<file path="src/rtl/bcd_gray_if.sv">
// bcd_gray_if: nibble-in / Gray-out bus for bcd_gray; err_cnt present only with BCD_GRAY_ERR_CNT_EN
interface bcd_gray_if #(parameter int ERR_CNT_W = 8);
  logic in_valid;
  logic a, x, y, z;
  logic e, f, g, h;
  logic out_valid;
  logic bcd_err;
`ifdef BCD_GRAY_ERR_CNT_EN
  logic [ERR_CNT_W-1:0] err_cnt;
  modport master (output in_valid, a, x, y, z, input e, f, g, h, out_valid, bcd_err, err_cnt);
  modport slave (input in_valid, a, x, y, z, output e, f, g, h, out_valid, bcd_err, err_cnt);
`else
  modport master (output in_valid, a, x, y, z, input e, f, g, h, out_valid, bcd_err);
  modport slave (input in_valid, a, x, y, z, output e, f, g, h, out_valid, bcd_err);
`endif
endinterface

</file>
<file path="src/rtl/bcd_gray.sv">
// bcd_gray: registered 4-bit binary-to-Gray converter with BCD range flag; BCD_GRAY_ERR_CNT_EN adds a saturating error counter
module bcd_gray (
  input logic clk,
  input logic rst_n,
  bcd_gray_if.slave bus
);
  logic [3:0] code;
  logic err, vld, in_err;
  assign in_err = bus.a & (bus.x | bus.y);
  // capture converted code and range flag on valid input, hold otherwise
  always_ff @(posedge clk or negedge rst_n)
    if (!rst_n) begin
      code <= '0;
      err <= 1'b0;
      vld <= 1'b0;
    end else begin
      vld <= bus.in_valid;
      if (bus.in_valid) begin
        code <= {bus.a, bus.a ^ bus.x, bus.x ^ bus.y, bus.y ^ bus.z};
        err <= in_err;
      end
    end
  assign {bus.e, bus.f, bus.g, bus.h} = code;
  assign bus.bcd_err = err;
  assign bus.out_valid = vld;
`ifdef BCD_GRAY_ERR_CNT_EN
  logic [$bits(bus.err_cnt)-1:0] cnt;
  // count accepted out-of-range nibbles, sticking at all-ones
  always_ff @(posedge clk or negedge rst_n)
    if (!rst_n) cnt <= '0;
    else if (bus.in_valid && in_err && !(&cnt)) cnt <= cnt + 1'b1;
  assign bus.err_cnt = cnt;
`endif
endmodule

</file>
<file path="src/flat_wrapper.sv">
// flat-port wrapper written by rule: the top's interface ports become plain ports
module bcd_gray_flat 
  (clk, rst_n, bus_in_valid, bus_a, bus_x, bus_y, bus_z, bus_e, bus_f, bus_g, bus_h, bus_out_valid, bus_bcd_err);
  bcd_gray_if #(.ERR_CNT_W((8))) bus_i ();
  input logic clk;
  input logic rst_n;
  input wire logic [$bits(bus_i.in_valid)-1:0] bus_in_valid;
  input wire logic [$bits(bus_i.a)-1:0] bus_a;
  input wire logic [$bits(bus_i.x)-1:0] bus_x;
  input wire logic [$bits(bus_i.y)-1:0] bus_y;
  input wire logic [$bits(bus_i.z)-1:0] bus_z;
  output wire logic [$bits(bus_i.e)-1:0] bus_e;
  output wire logic [$bits(bus_i.f)-1:0] bus_f;
  output wire logic [$bits(bus_i.g)-1:0] bus_g;
  output wire logic [$bits(bus_i.h)-1:0] bus_h;
  output wire logic [$bits(bus_i.out_valid)-1:0] bus_out_valid;
  output wire logic [$bits(bus_i.bcd_err)-1:0] bus_bcd_err;
  assign bus_i.in_valid = bus_in_valid;
  assign bus_i.a = bus_a;
  assign bus_i.x = bus_x;
  assign bus_i.y = bus_y;
  assign bus_i.z = bus_z;
  assign bus_e = bus_i.e;
  assign bus_f = bus_i.f;
  assign bus_g = bus_i.g;
  assign bus_h = bus_i.h;
  assign bus_out_valid = bus_i.out_valid;
  assign bus_bcd_err = bus_i.bcd_err;
  bcd_gray u_core (.clk(clk), .rst_n(rst_n), .bus(bus_i));
endmodule
</file>
<file path="config.mk">
export PLATFORM = sky130hd
export DESIGN_NAME = bcd_gray_flat
export DESIGN_NICKNAME = d
export VERILOG_FILES = /design/src/rtl/bcd_gray_if.sv /design/src/rtl/bcd_gray.sv /design/src/flat_wrapper.sv
export SDC_FILE = /design/constraint.sdc
export NUM_CORES = 1
export LEC_CHECK = 0
export ABC_CLOCK_PERIOD_IN_PS = 900
export BUFFER_PORTS_ARGS = -buffer_cell sky130_fd_sc_hd__clkbuf_2
export CAP_MARGIN = 40
export CELL_PAD_IN_SITES_DETAIL_PLACEMENT = 1
export CELL_PAD_IN_SITES_GLOBAL_PLACEMENT = 1
export CORE_AREA = 2 2 39 41
export DETAILED_ROUTE_END_ITERATION = 8
export DIE_AREA = 0 0 41 43
export PLACE_DENSITY = 0.55
export SLEW_MARGIN = 10
export SYNTH_ARGS = -nofsm -noshare
export SYNTH_HDL_FRONTEND = slang
export SYNTH_SLANG_ARGS = --single-unit
</file>
<file path="constraint.sdc">
create_clock -name clk -period 0.9 [get_ports clk]
set_input_delay 0.27 -clock clk [delete_from_list [all_inputs] [get_ports clk]]
set_output_delay 0.27 -clock clk [all_outputs]
set_load 0.03 [all_outputs]
</file>
==> results.yml <==
synth:
  syn-cell-area_um2: 254.0
  seq_area_frac_synth_pct: 59.11
  synth_xor_area_share_pct: 6.897
  syn_nets: 30
  yosys.area_share.simple_pct: 4.433
  synth_adder_area_share_pct: 4.926
  synth_compound_area_share_pct: 8.374
  synth_top_family_by_area: "buffers and inverters"
  ys_ff_latch: 6
  yosys_warnings: 0
  synth_mux_area_share_pct: 5.911
  synth_cells: 22
  ys_types: 11
  syn_area_per_cell_um2: 11.55
layout:
  syn2layout_area_growth_pct: 90.15
  final_nets: 54
  regArea_um2: 150.1
  layout_commonest_cell: "buf_4"
  drive_above_1_share_pct: 56.82
  fin_area_um2: 483.0
  antennaDiodeCount: 0
  layout_common_cells: "buf_4, clkbuf_2, buf_8, dfrtp_1"
  multi_input_area_um2: 90.09
  fillers: 162
clocking:
  clock_path_buffers: 2
  cts_root_buf: "clkbuf_4"
  path_clk_slew_ps: 50
  cts_tree: "built"
  cts_buffers: 3
  htreeDepth: 1
  insertion_delay_ps: 240
  cts_sinks: 6
placed_design:
  portBuffers: 12
  dpl_cell_area_um2: 360.3
  gp_congestion: 0.6720
drt:
  drt-total-wl_um: 614
  drc_errors: 0
  drtPass1Iterations: 2
  vias: 226
  dr.first_iter.drc_count: 2
  via_per_inst: 3.767
  wl_per_cell_um: 10.23
  ant_nets: 0
worst_setup_path:
  crit_path_top_delay_cell: "dfrtp_1"
  crit_fanout: 2
  critPathBufInv: 1
  worstPathArrival_ps: 790
  worstSetupPathType: "flip-flop to output port"
  crit_path_start_kind: "flip-flop"
  cp-end-kind: "output port"
  cp_top_family: "flip-flops"
  cp.required_ps: 630
  max_stage_delay_ps: 400
  cp_cell_sequence: "buf_8"
sta:
  hold_violations: 0
  fin_ws_ps: -156.3
  finalSetupViolCount: 6
  finalCriticalPeriod_ps: 1056
  fmax_mhz: 946.7
  slew_headroom_pct: 88.69
  skew_ps: 0
  rsz0062_at_grt: "yes"
  worst_pin_slew_ps: 169.6
  tns_ps: -872.7
  slew_violations: 0
  fin_crit_sh_pct: 117.4
die:
  die_w_um: 41
  start_util_pct: 18.35
  fp-row-count: 14
  fp.coreArea_um2: 1384
  die_h_um: 43
  io_pins: 13
  die_area_um2: 1763
grt:
  gr-total-overflow: 0
  grt_antenna_before_repair: 0
  grt_pass1_vias: 260
  grtUsageTotal_pct: 9.606
  grt_max_degree: 7
  grt_pass1_wl_um: 1069
min_path:
  hp-class: "input port to flip-flop"
power_and_ir_drop:
  p_per_area_nw_per_um2: 1725
  vdd_drop_max_uv: 605.3
  p_leak_uw: 0.0002411
run_status:
  status: "finished, violations left"
  failed_checks: "negative setup slack"
job:
  maxCapViolations: 0
==> cells by family after synthesis <==
group	count (synthesis)
buf+inv	5
flops	6
fa+ha+maj	1
compound gates	4
xor+xnor	2
mux	1
simple gates	3
==> state kept, by name (all words and copies together), names as in the netlist <==
register / count
u_core.code: 4
u_core.bus.out_valid: 1
u_core.bus.bcd_err: 1
==> path summary, 6_finish.rpt <==
kind / startpoint / to / slack, ps / depth (start not counted)
worst max register to register: u_core.bus.bcd_err$_DFFE_PN0P_ / u_core.bus.bcd_err$_DFFE_PN0P_ / 40 / 4
worst max-delay path: u_core.code[1]$_DFFE_PN0P_ / bus_g / -160 / 1
worst min register to register: u_core.code[1]$_DFFE_PN0P_ / u_core.code[1]$_DFFE_PN0P_ / 570 / 1
min in group asynchronous: rst_n / u_core.code[0]$_DFFE_PN0P_ / 390 / 2
worst min-delay path: bus_in_valid / u_core.bus.out_valid$_DFF_PN0_ / 210 / 1
max in group asynchronous: rst_n / u_core.code[2]$_DFFE_PN0P_ / 350 / 2
==> worst reg2reg max path, cell delays in order, from the launching register on <==
cell and delay (ps):
dfrtp_1 390, buf_4 130, buf_4 120, inv_1 40, o22ai_1 60
==> Yosys cell counts <==
master | n | share of area, %
dfrtp_1 | 6 | 59
inv_1 | 4 | 5.9
a21oi_1 | 2 | 3.9
nor2_1 | 2 | 3.0
xnor2_1 | 2 | 6.9
buf_6 | 1 | 4.4
ha_1 | 1 | 4.9
mux2_4 | 1 | 5.9
nand2_1 | 1 | 1.5
o21ai_0 | 1 | 2.0
o22ai_1 | 1 | 2.5
==> through the flow <==
stage	hold slack [ps]	power [µW]	setup WS, ps	utilization [%]	std cells
after floorplan	-25.59	425.5	11.20	-	22
after global placement	103.1	486.6	-107.6	26.04	52
after detailed placement	109.6	492.3	-121.0	26.04	52
after CTS	208.9	816.1	-175.0	33.27	58
after global routing	217.6	880.1	-182.7	34.90	60
final	211.8	833.0	-156.3	34.90	60
==> layout make-up <==
class | instances | share of cell area (%)
Tap cell | 16 | 4.145
Inverter | 4 | 3.627
Timing Repair Buffer | 20 | 37.82
Multi-Input combinational cell | 11 | 18.65
Sequential cell | 6 | 31.09
Clock buffer | 3 | 4.663
==> where the power goes <==
part	internal (µW)	leakage (µW)	switching, µW
Combinational	143	0.000157	114
Sequential	299	0.0000703	24.2
Clock	151	0.0000138	101
==> metal layers <==
metal / vias to the layer above / share of wire [%] / track usage, %
met1: 104 / 40 / 11.51
met3: 2 / 7.2 / 3.141
met2: 7 / 51 / 13.13
li1: 113 / - / -
met5: - / 0 / 0
met4: 0 / 1.1 / 8.000
==> repair_timing <==
item / 4_1_cts / 5_1_grt
hold endpoints to repair: 6 / 0
buffers inserted: 2 / 2
gates resized for setup: 12 / 6
hold buffers: 1 / 0
setup endpoints to repair: 6 / 6
(Power assumes the default switching activity.)
